File: src/rtl/sqrt_pkg.sv
// sqrt_pkg: shared definitions for the square-root sequencer.
// Holds the sequencer state encoding, default widths and limits, and the
// width of the completed-operation counter.
package sqrt_pkg;

    localparam int DEF_W       = 8;
    localparam int DEF_DEPTH   = 4;
    localparam int DEF_TIMEOUT = 31;
    localparam int CNT_W       = 16;

    // Sequencer states: wait for work, pulse start, wait for the core to
    // raise busy, wait for busy to fall, present the result.
    typedef enum logic [2:0] {
        S_IDLE  = 3'd0,
        S_ISSUE = 3'd1,
        S_ARM   = 3'd2,
        S_RUN   = 3'd3,
        S_HOLD  = 3'd4
    } state_t;

endpackage

File: src/rtl/sync_fifo.sv
// sync_fifo: single-clock FIFO with first-word-fall-through head output.
// Ports:
//   clk, rst_n      clock and asynchronous active-low reset
//   push, push_data write request (ignored when full) and data
//   pop             read request (ignored when empty)
//   full, empty     occupancy flags
//   head            oldest entry, valid whenever empty is 0
// DEPTH must be a power of two so the pointers wrap by plain overflow.
module sync_fifo #(
    parameter int W     = 8,
    parameter int DEPTH = 4
) (
    input  logic         clk,
    input  logic         rst_n,
    input  logic         push,
    input  logic [W-1:0] push_data,
    input  logic         pop,
    output logic         full,
    output logic         empty,
    output logic [W-1:0] head
);

    localparam int AW = $clog2(DEPTH);

    logic [W-1:0]  mem [DEPTH];
    logic [AW-1:0] wr_ptr;
    logic [AW-1:0] rd_ptr;
    logic [AW:0]   count;
    logic          do_push;
    logic          do_pop;

    // Requests are qualified here so the FIFO can never overrun or underrun
    // no matter what the surrounding logic does.
    assign do_push = push && !full;
    assign do_pop  = pop && !empty;

    assign full  = (count == (AW+1)'(DEPTH));
    assign empty = (count == '0);
    assign head  = mem[rd_ptr];

    // Pointers and occupancy; a simultaneous push and pop leaves the count
    // unchanged.
    always_ff @(posedge clk or negedge rst_n) begin
        if (!rst_n) begin
            wr_ptr <= '0;
            rd_ptr <= '0;
            count  <= '0;
        end else begin
            if (do_push) begin
                wr_ptr <= wr_ptr + 1'b1;
            end
            if (do_pop) begin
                rd_ptr <= rd_ptr + 1'b1;
            end
            case ({do_push, do_pop})
                2'b10:   count <= count + 1'b1;
                2'b01:   count <= count - 1'b1;
                default: count <= count;
            endcase
        end
    end

    // Storage needs no reset: an entry is only read after it was written.
    always_ff @(posedge clk) begin
        if (do_push) begin
            mem[wr_ptr] <= push_data;
        end
    end

endmodule

File: src/rtl/sqrt_seq.sv
// sqrt_seq: feeds operands from a valid/ready stream to an iterative square
// root core and returns its results on a valid/ready stream.
// Ports:
//   clk_i, rst_i                    clock, asynchronous active-low reset
//   in_valid_i, in_ready_o, in_x_bi operand stream into the input FIFO
//   sq_start_o, sq_x_bo             one-cycle start pulse and operand to core
//   sq_busy_i, sq_y_bi              core busy and result (valid as busy falls)
//   res_valid_o, res_ready_i        result stream handshake
//   res_y_bo, res_err_o             result and timeout-abort marker
//   err_o                           sticky timeout flag
//   cnt_bo                          completed operations, aborts included
module sqrt_seq
    import sqrt_pkg::*;
#(
    parameter int W       = DEF_W,
    parameter int DEPTH   = DEF_DEPTH,
    parameter int TIMEOUT = DEF_TIMEOUT
) (
    input  logic             clk_i,
    input  logic             rst_i,
    input  logic             in_valid_i,
    output logic             in_ready_o,
    input  logic [W-1:0]     in_x_bi,
    output logic             sq_start_o,
    output logic [W-1:0]     sq_x_bo,
    input  logic             sq_busy_i,
    input  logic [W-1:0]     sq_y_bi,
    output logic             res_valid_o,
    input  logic             res_ready_i,
    output logic [W-1:0]     res_y_bo,
    output logic             res_err_o,
    output logic             err_o,
    output logic [CNT_W-1:0] cnt_bo
);

    localparam int WDW = $clog2(TIMEOUT + 1);
    localparam logic [WDW-1:0] WD_LAST = WDW'(TIMEOUT - 1);

    state_t         state;
    logic [WDW-1:0] wd;
    logic           fifo_full;
    logic           fifo_empty;
    logic [W-1:0]   fifo_head;
    logic           waiting;
    logic           wd_expire;
    logic           done;
    logic           abort;
    logic           pop;

    sync_fifo #(
        .W     (W),
        .DEPTH (DEPTH)
    ) u_fifo (
        .clk       (clk_i),
        .rst_n     (rst_i),
        .push      (in_valid_i),
        .push_data (in_x_bi),
        .pop       (pop),
        .full      (fifo_full),
        .empty     (fifo_empty),
        .head      (fifo_head)
    );

    assign in_ready_o = !fifo_full;

    // The watchdog holds the number of whole cycles already spent in ARM/RUN,
    // so the edge that would complete cycle TIMEOUT is the expiry edge.
    // A core finishing on that same edge still wins over the abort.
    assign waiting   = (state == S_ARM) || (state == S_RUN);
    assign wd_expire = waiting && (wd == WD_LAST);
    assign done      = (state == S_RUN) && !sq_busy_i;
    assign abort     = wd_expire && !done;
    assign pop       = done || abort;

    // Sequencer: issue the FIFO head with a start pulse, track the core's
    // busy handshake under the watchdog, then hold the result until taken.
    always_ff @(posedge clk_i or negedge rst_i) begin
        if (!rst_i) begin
            state       <= S_IDLE;
            wd          <= '0;
            sq_start_o  <= 1'b0;
            sq_x_bo     <= '0;
            res_valid_o <= 1'b0;
            res_y_bo    <= '0;
            res_err_o   <= 1'b0;
            err_o       <= 1'b0;
            cnt_bo      <= '0;
        end else begin
            sq_start_o <= 1'b0;
            case (state)
                S_IDLE: begin
                    if (!fifo_empty) begin
                        state      <= S_ISSUE;
                        sq_start_o <= 1'b1;
                        sq_x_bo    <= fifo_head;
                    end
                end
                S_ISSUE: begin
                    state <= S_ARM;
                    wd    <= '0;
                end
                S_ARM, S_RUN: begin
                    if (done) begin
                        res_y_bo    <= sq_y_bi;
                        res_err_o   <= 1'b0;
                        res_valid_o <= 1'b1;
                        cnt_bo      <= cnt_bo + 1'b1;
                        state       <= S_HOLD;
                    end else if (abort) begin
                        res_y_bo    <= '0;
                        res_err_o   <= 1'b1;
                        err_o       <= 1'b1;
                        res_valid_o <= 1'b1;
                        cnt_bo      <= cnt_bo + 1'b1;
                        state       <= S_HOLD;
                    end else begin
                        wd <= wd + 1'b1;
                        if (state == S_ARM && sq_busy_i) begin
                            state <= S_RUN;
                        end
                    end
                end
                S_HOLD: begin
                    if (res_ready_i) begin
                        res_valid_o <= 1'b0;
                        res_err_o   <= 1'b0;
                        if (!fifo_empty) begin
                            state      <= S_ISSUE;
                            sq_start_o <= 1'b1;
                            sq_x_bo    <= fifo_head;
                        end else begin
                            state <= S_IDLE;
                        end
                    end
                end
                default: begin
                    state <= S_IDLE;
                end
            endcase
        end
    end

endmodule

File: config.mk
export PLATFORM = sky130hd
export DESIGN_NAME = sqrt_seq
export DESIGN_NICKNAME = d
export VERILOG_FILES = /design/src/rtl/sqrt_pkg.sv /design/src/rtl/sync_fifo.sv /design/src/rtl/sqrt_seq.sv
export SDC_FILE = /design/constraint.sdc
export NUM_CORES = 1
export LEC_CHECK = 0
export CORE_MARGIN = 10
export CORE_UTILIZATION = 25
export DETAILED_ROUTE_END_ITERATION = 12
export PLACE_DENSITY = 0.42
export SLEW_MARGIN = 20
export SYNTH_ARGS = -nofsm -noshare
export SYNTH_HDL_FRONTEND = slang
export SYNTH_SLANG_ARGS = --single-unit
File: constraint.sdc
create_clock -name clk_i -period 2.18 [get_ports clk_i]
set_input_delay 0.327 -clock clk_i [delete_from_list [all_inputs] [get_ports clk_i]]
set_output_delay 0.327 -clock clk_i [all_outputs]
set_load 0.05 [all_outputs]
==> summary.md, run 1 <==
| Metric | Value |
|---|---|
| Hold Vio Cnt, Final | 0 |
| IO Pins | 58 |
| Inst Count DP | 515 |
| Worst-Margin Slew | 0.5314 ns |
| Pin count of the biggest net entering global routing | 24 |
| WHS | 0.4374 ns |
| Fillers | 1391 |
| DR vias/cell | 4.290 |
| Number of port buffers | 57 |
| Top Metal Used | met4 |
| Synth area leader | dfrtp_1 |
| First-pass GRT wire length | 13.37 mm |
| Total wire length | 8.271 mm |
| Clock tree root buffer cell | clkbuf_16 |
| Total gr overflow | 0 |
| Total GRT Usage | 0.08617 |
| Final nets | 379 |
| Number of synthesized flops with an enable pin | 32 |
| Slew HR | 0.6446 |
| Peak Freq | 469.5 MHz |
| Run status | finished clean |
| CTS clock-pin slew for the worst setup and hold paths | 0.06 ns |
| Row Count | 43 |
| Area delta synth->final | 35.38% |
| Post-synth top area share | 0.3580 |
| Number of diodes | 0 |
| Max-slew violations | 0 |
| Design Power | 6.600 mW |
| Routed Antenna Nets | 0 |
| Crit path cell chain | inv_1, ha_2, and4_4, a21oi_2, nor2_2, ha_2, inv_1, fa_2, xor2_1, nor2_1, xor2_1 |
| Skew-Pair Late Insertion Delay | 0.34 ns |
| Synth warn | 0 |
| Maximum VDD drop | 0.5543 mV |
| Die area | 19440 sq um |
| 1st-iter DRT viols | 100 |
| Tmin final | 2.130 ns |
| Synth area leaders | dfrtp_1 (36%), edfxtp_1 (27%), mux4_2 (5.1%) |
| Synth cell count leaders | dfrtp_1 (51), edfxtp_1 (32), nand2_1 (30), nand3_1 (13), xnor2_1 (13) |
| WL met1 | 3.829 mm |
| RePlAce Congestion | 0.7650 |
| R2R Setup Slk | 0.05 ns |
| Worst Path Arrival | 2.40 ns |
| Die X | 139.4 microns |
| Final Non-Filler Cells | 534 |
| Crit path capture type | register |
| Worst Path Buf+Inv | 2 |
| Crit path max-delay family | adder cells |
| Worst path required time | 2.45 ns |
| Met2 WL | 3.901 mm |
| Leak pwr | 1.891 nW |
| Final worst path period share | 0.9769 |
| Post-Syn Area | 3565 sq um |
| Via count | 2291 |
| Share of layout cells above drive strength 1 | 0.2062 |
| Startpoint Class | register |
| Cell count after synthesis | 263 |
| CP peak stage delay | 0.38 ns |
| Setup TNS | 0 ns |
| R2r startpoint | wd[0] |
| CP Max Fanout | 2 |
| Post-place setup slack | -0.2717 ns |
| CTS tree | built |
| MaxCap Viol Count | 0 |
| Hold WC Path Type | input port to asynchronous set/reset pin |
| RSZ-0062 raised after global routing | yes |
| Critical path class | register to register |
| Final setup vio count | 0 |
| Htree depth | 3 |
| Longest Clk Path Bufs | 2 |
| Most common cell in the netlist | dfrtp_1 |
| DR pass1 iterations | 4 |
| DRC violations left | 0 |
| CP max-delay cell | dfrtp_1 |
| Initial antenna violation count | 0 |
| Predominant post-synthesis flop cell | dfrtp_1 |
| DR WL met3 | 466 microns |
| Asr flop ratio synth | 0.6145 |
| Worst reg2reg path endpoint | u_fifo.count[2] |
| Length in cells of the worst reg-to-reg path | 11 |
| Sequential fraction of the synthesis area | 0.6276 |
| Post-DR wirelength/cell | 15.49 microns |
| Core Box Area | 13930 sq um |
| Syn nets | 293 |
| Syn_area_per_cell | 13.55 sq um |
| Post-DP HPWL | 6.085 mm |
| Initial cell density of the core | 0.2558 |
| Power per cell area | 1368 nW/um^2 |
| Synth cell types | 46 |
| Die extent in y | 139.4 microns |
| CTS Buf Count | 9 |
| Yosys reg bits | 83 |
| Vias in the first global route | 2405 |
| Clock Sinks | 83 |
| Setup WS post-layout | 0.05029 ns |
| Final clock skew | 0.004645 ns |
## routing by layer
layer,track usage,vias up
met5,0,-
met4,0.02471,0
met3,0.03777,8
met2,0.1377,43
met1,0.1025,1108
li1,-,1132
## per-stage QoR
step	util	cell area, sq um
6_report	0.3463	4826
5_1_grt	0.3463	4826
4_1_cts	0.3449	4806
3_5_place_dp	0.3229	4499
3_3_place_gp	0.3229	4499
2_1_floorplan	-	3580
## kinds of logic after synthesis
group / synth area share
DFF: 0.6276
and+or+nand+nor: 0.1348
buffers and inverters: 0.01895
muxes: 0.08494
adders and majority gates: 0.03370
AOI/OAI and AO/OA: 0.04844
xor gates and xnor gates: 0.05160
## what timing repair did
action / 4_1_cts / 5_1_grt
hold buffers: 1 / 0
gates cloned: 0 / 0
gates resized for setup: 1 / 2
buffers inserted: 0 / 2
endpoints found under the hold margin: 13 / 0
setup endpoints to repair: 1 / 1
pin swaps: 1 / 3
## how the worst max path moves through the flow
stage                           end  cells after the start  startpoint
finish              u_fifo.count[2]                     11       wd[0]
global route        u_fifo.count[2]                     11       wd[0]
CTS                 u_fifo.count[2]                     11       wd[0]
detailed placement  u_fifo.count[2]                     11   sq_busy_i
global placement    u_fifo.count[2]                     11   sq_busy_i
floorplan           u_fifo.count[2]                     11    state[1]
## cell type report
type | count | area [sq um] | share of cell area
clock buffer | 10 | 239.0 | 0.04952
clock inverter | 6 | 55.05 | 0.01141
inverter | 9 | 33.78 | 0.007000
multi-input combinational | 164 | 1282 | 0.2658
sequential | 83 | 2237 | 0.4636
tap | 180 | 225.2 | 0.04667
timing repair buffer | 82 | 753.2 | 0.1561
## state kept, by name (all words and copies together), names as in the netlist
signal / count
u_fifo.wr_ptr: 2
u_fifo.count: 3
state: 3
res_err_o: 1
sq_x_bo: 8
wd: 5
u_fifo.mem: 32
cnt_bo: 16
err_o: 1
res_valid_o: 1
res_y_bo: 8
u_fifo.rd_ptr: 2
sq_start_o: 1
## layout by cell type, fill, tap and decap left out, types with 2 or more instances in the layout
cell | synthesis | layout
mux2_2 | 10 | 10
nand2b_1 | 2 | 2
clkbuf_16 | 0 | 9
nand4_1 | 10 | 10
and3_1 | 6 | 6
dfrtp_1 | 51 | 51
nor2b_1 | 2 | 2
clkdlybuf4s50_1 | 0 | 55
nand2_1 | 30 | 30
nor3_1 | 3 | 3
inv_1 | 9 | 9
o21ai_0 | 12 | 12
edfxtp_1 | 32 | 32
buf_4 | 1 | 25
mux4_2 | 8 | 8
ha_2 | 0 | 2
nor2_1 | 9 | 8
nor3b_1 | 2 | 2
nand3_1 | 13 | 12
xnor2_1 | 13 | 13
or3_1 | 2 | 2
a21oi_1 | 4 | 4
xor2_1 | 8 | 8
inv_6 | 0 | 2
clkinv_4 | 0 | 3
ha_1 | 8 | 6
## where the power goes
part           switching (mW)  total [mW]  leakage (nW)  internal, mW
sequential              0.271        2.36         0.925          2.09
clock                   0.660        1.48         0.146         0.825
combinational            1.63        2.76         0.820          1.13
total                    2.56        6.60          1.89          4.04
Power figures use the tool's default switching activity.
==> run 2, diff against run 1 <==
--- a/config.mk
+++ b/config.mk
@@ -8,7 +8,9 @@
 export CORE_MARGIN = 10
 export CORE_UTILIZATION = 25
 export DETAILED_ROUTE_END_ITERATION = 12
-export PLACE_DENSITY = 0.42
+export PLACE_DENSITY = 0.51
+export SETUP_SLACK_MARGIN = 0.1
+export SKIP_LAST_GASP = 1
 export SLEW_MARGIN = 20
 export SYNTH_ARGS = -nofsm -noshare
 export SYNTH_HDL_FRONTEND = slang
==> run 2 against run 1 <==
Clock power rose by 7%; critical endpoint unchanged; fmax rose by 4.2%; flip-flop and latch count stayed put; die area did not move; count of clock-buffer cells in the layout up 2; via count increased by 0.70%; wire length down 0.77%; highest routed layer unchanged; largest power group unchanged.
==> summary.md, run 2 (synthesized netlist as in run 1, its figures left out) <==
| Metric | Value |
|---|---|
| Area delta synth->final | 35.59% |
| 1st-iter DRT viols | 135 (+35%) |
| Initial cell density of the core | 0.2558 (unchanged) |
| Total gr overflow | 0 (unchanged) |
| DR vias/cell | 4.361 (+1.7%) |
| Via count | 2307 (+0.70%) |
| Number of port buffers | 57 (unchanged) |
| Final Non-Filler Cells | 529 (-0.94%) |
| Hold WC Path Type | input port to asynchronous set/reset pin |
| DRC violations left | 0 (unchanged) |
| MaxCap Viol Count | 0 (unchanged) |
| Final clock skew | 0.006396 ns (+0.001751 ns) |
| Setup WS post-layout | 0.1370 ns (+0.08675 ns) |
| Peak Freq | 489.5 MHz (+4.2%) |
| CTS Buf Count | 9 (unchanged) |
| Row Count | 43 (unchanged) |
| Post-DR wirelength/cell | 15.51 microns (+0.16%) |
| CP Max Fanout | 3 (+1) |
| Initial antenna violation count | 0 (unchanged) |
| CP max-delay cell | dfrtp_1 |
| Fillers | 1370 (-1.5%) |
| Total wire length | 8.207 mm (-0.77%) |
| Critical path class | register to register |
| CTS clock-pin slew for the worst setup and hold paths | 0.06 ns (about the same) |
| Final setup vio count | 0 (unchanged) |
| RePlAce Congestion | 0.7526 (-1.6%) |
| Inst Count DP | 511 (-0.78%) |
| Run status | finished clean |
| Core Box Area | 13930 sq um (unchanged) |
| Worst Path Arrival | 2.31 ns (-0.09 ns) |
| Top Registers | u_fifo.mem (32), cnt_bo (16) |
| Die extent in y | 139.4 microns (unchanged) |
| Slew HR | 0.6401 (-0.004517) |
| Crit path capture type | register |
| Die X | 139.4 microns (unchanged) |
| Final worst path period share | 0.9371 (-0.03979) |
| Final Util | 0.3469 (+0.0005390) |
| Crit path cell chain | inv_1, ha_1, and4_4, a21oi_4, nor2_2, ha_2, inv_1, fa_2, xor2_1, nor2_1, xor2_1 |
| CTS tree | built |
| Post-place setup slack | -0.2648 ns (+0.006929 ns) |
| Power per cell area | 1386 nW/um^2 (+1.3%) |
| Hold Vio Cnt, Final | 0 (unchanged) |
| Placed instance area | 4503 sq um (about the same) |
| First-pass GRT wire length | 13.69 mm (+2.4%) |
| Pin count of the biggest net entering global routing | 39 (+63%) |
| Final nets | 374 (-1.3%) |
| Post-Layout Inst Area | 4833 sq um (+0.16%) |
| Share of layout cells above drive strength 1 | 0.1891 (-0.01710) |
| Total GRT Usage | 0.08787 (+0.001691) |
| Die area | 19440 sq um (unchanged) |
| Worst-Margin Slew | 0.5381 ns (+0.006754 ns) |
| Startpoint Class | register |
| IO Pins | 58 (unchanged) |
| Longest Clk Path Bufs | 2 (unchanged) |
| Skew-Pair Late Insertion Delay | 0.34 ns (about the same) |
| Vias in the first global route | 2506 (+4.2%) |
| Clock tree root buffer cell | clkbuf_16 |
| Max reg flops | 32 (unchanged) |
| DR pass1 iterations | 4 (unchanged) |
| CP peak stage delay | 0.37 ns (about the same) |
| Maximum VDD drop | 1.018 mV (+84%) |
| Biggest register | u_fifo.mem |
| Post-DP HPWL | 5.962 mm (-2.0%) |
| Max-slew violations | 0 (unchanged) |
| Clock Sinks | 83 (unchanged) |
| Worst path required time | 2.45 ns (about the same) |
| Most frequent cells in the layout | clkdlybuf4s50_1 (54), dfrtp_1 (51), edfxtp_1 (32) |
| Leak pwr | 1.886 nW (-0.27%) |
| Routed Antenna Nets | 0 (unchanged) |
| RSZ-0062 raised after global routing | yes |
| Number of diodes | 0 (unchanged) |
| Htree depth | 3 (unchanged) |
| Tmin final | 2.043 ns (-0.08675 ns) |
| Commonest non-fill, non-tap cell in the layout | clkdlybuf4s50_1 |
-- run 2: cell types whose count changed in the layout (fill, tap and decap cells not counted), sizes merged --
cell,delta
bufinv,+1
clkdlybuf4s50,-1
clkbuf,+2
buf,-5
clkinv,-1
inv,-2
dlygate4sd2,+1
-- run 2: report_power, final --
group / internal (mW) / switching [mW] / total, mW
logic: 1.11 / 1.60 / 2.71
registers: 2.09 / 0.309 / 2.40
clock network: 0.985 / 0.609 / 1.59
-- run 2: repair_timing --
item | CTS | global route
gates resized for setup | 1 | 0
setup buffers | 0 | 1
hold buffers | 1 | 0
pin swaps | 2 | 0
hold endpoints to repair | 13 | 0
endpoints found under the setup margin | 1 | 1
-- run 2: worst paths after layout --
check                           slack, ns  cells after the start  start              end
max in group asynchronous            1.21                      3  rst_i      res_valid_o
min in group clk_i                   0.47                      1  err_o            err_o
worst min register to register       0.47                      1  err_o            err_o
worst min-delay path                 0.44                      2  rst_i      res_y_bo[4]
worst max register to register       0.14                     11  wd[0]  u_fifo.count[2]
worst max-delay path                 0.14                     11  wd[0]  u_fifo.count[2]
-- run 2: layer usage --
metal,vias up,part of all wire,GRT usage
met3,9,0.049,0.03539
li1,1113,-,-
met1,1148,0.46,0.1063
met4,0,0.014,0.03130
met5,-,0,0
met2,37,0.48,0.1377
-- run 2: layout make-up --
cell class                      instances  area (sq um)  area share
Clock inverter                          4         46.29    0.009578
Clock buffer                           12         267.8     0.05540
Multi-Input combinational cell        164          1296      0.2682
Timing Repair Buffer                   77         726.9      0.1504
Tap cell                              180         225.2     0.04660
Inverter                                9         33.78    0.006989
Sequential cell                        83          2237      0.4629
-- run 2: critical path, delay by kind of cell (launching register included) --
family                   cells  cell delay (ns)
adder cells (fa/ha/maj)      3             0.67
XOR/XNOR                     2             0.30
AO/OA/AOI/OAI                1             0.06
buffers and inverters        2             0.11
AND/OR/NAND/NOR              3             0.47
flip-flops                   1             0.37
-- run 2: per-stage QoR --
stage / total power [mW] / setup TNS, ns / hold WS, ns
after global placement: 5.139 / -0.2772 / 0.2522
after global routing: 7.119 / -0.02965 / 0.4796
after CTS: 6.806 / 0 / 0.4565
after floorplan: 4.195 / 0 / 0.03141
final: 6.697 / 0 / 0.4427
after detailed placement: 5.178 / -0.4081 / 0.2544
==> run 3, diff against run 2 <==
--- a/config.mk
+++ b/config.mk
@@ -7,6 +7,7 @@
 export LEC_CHECK = 0
 export CORE_MARGIN = 10
 export CORE_UTILIZATION = 25
+export CTS_CLUSTER_DIAMETER = 100
 export DETAILED_ROUTE_END_ITERATION = 12
 export PLACE_DENSITY = 0.51
 export SETUP_SLACK_MARGIN = 0.1
==> results of run 3 <==
Same layout as run 2: the final DEF is identical, and so are final timing and power.
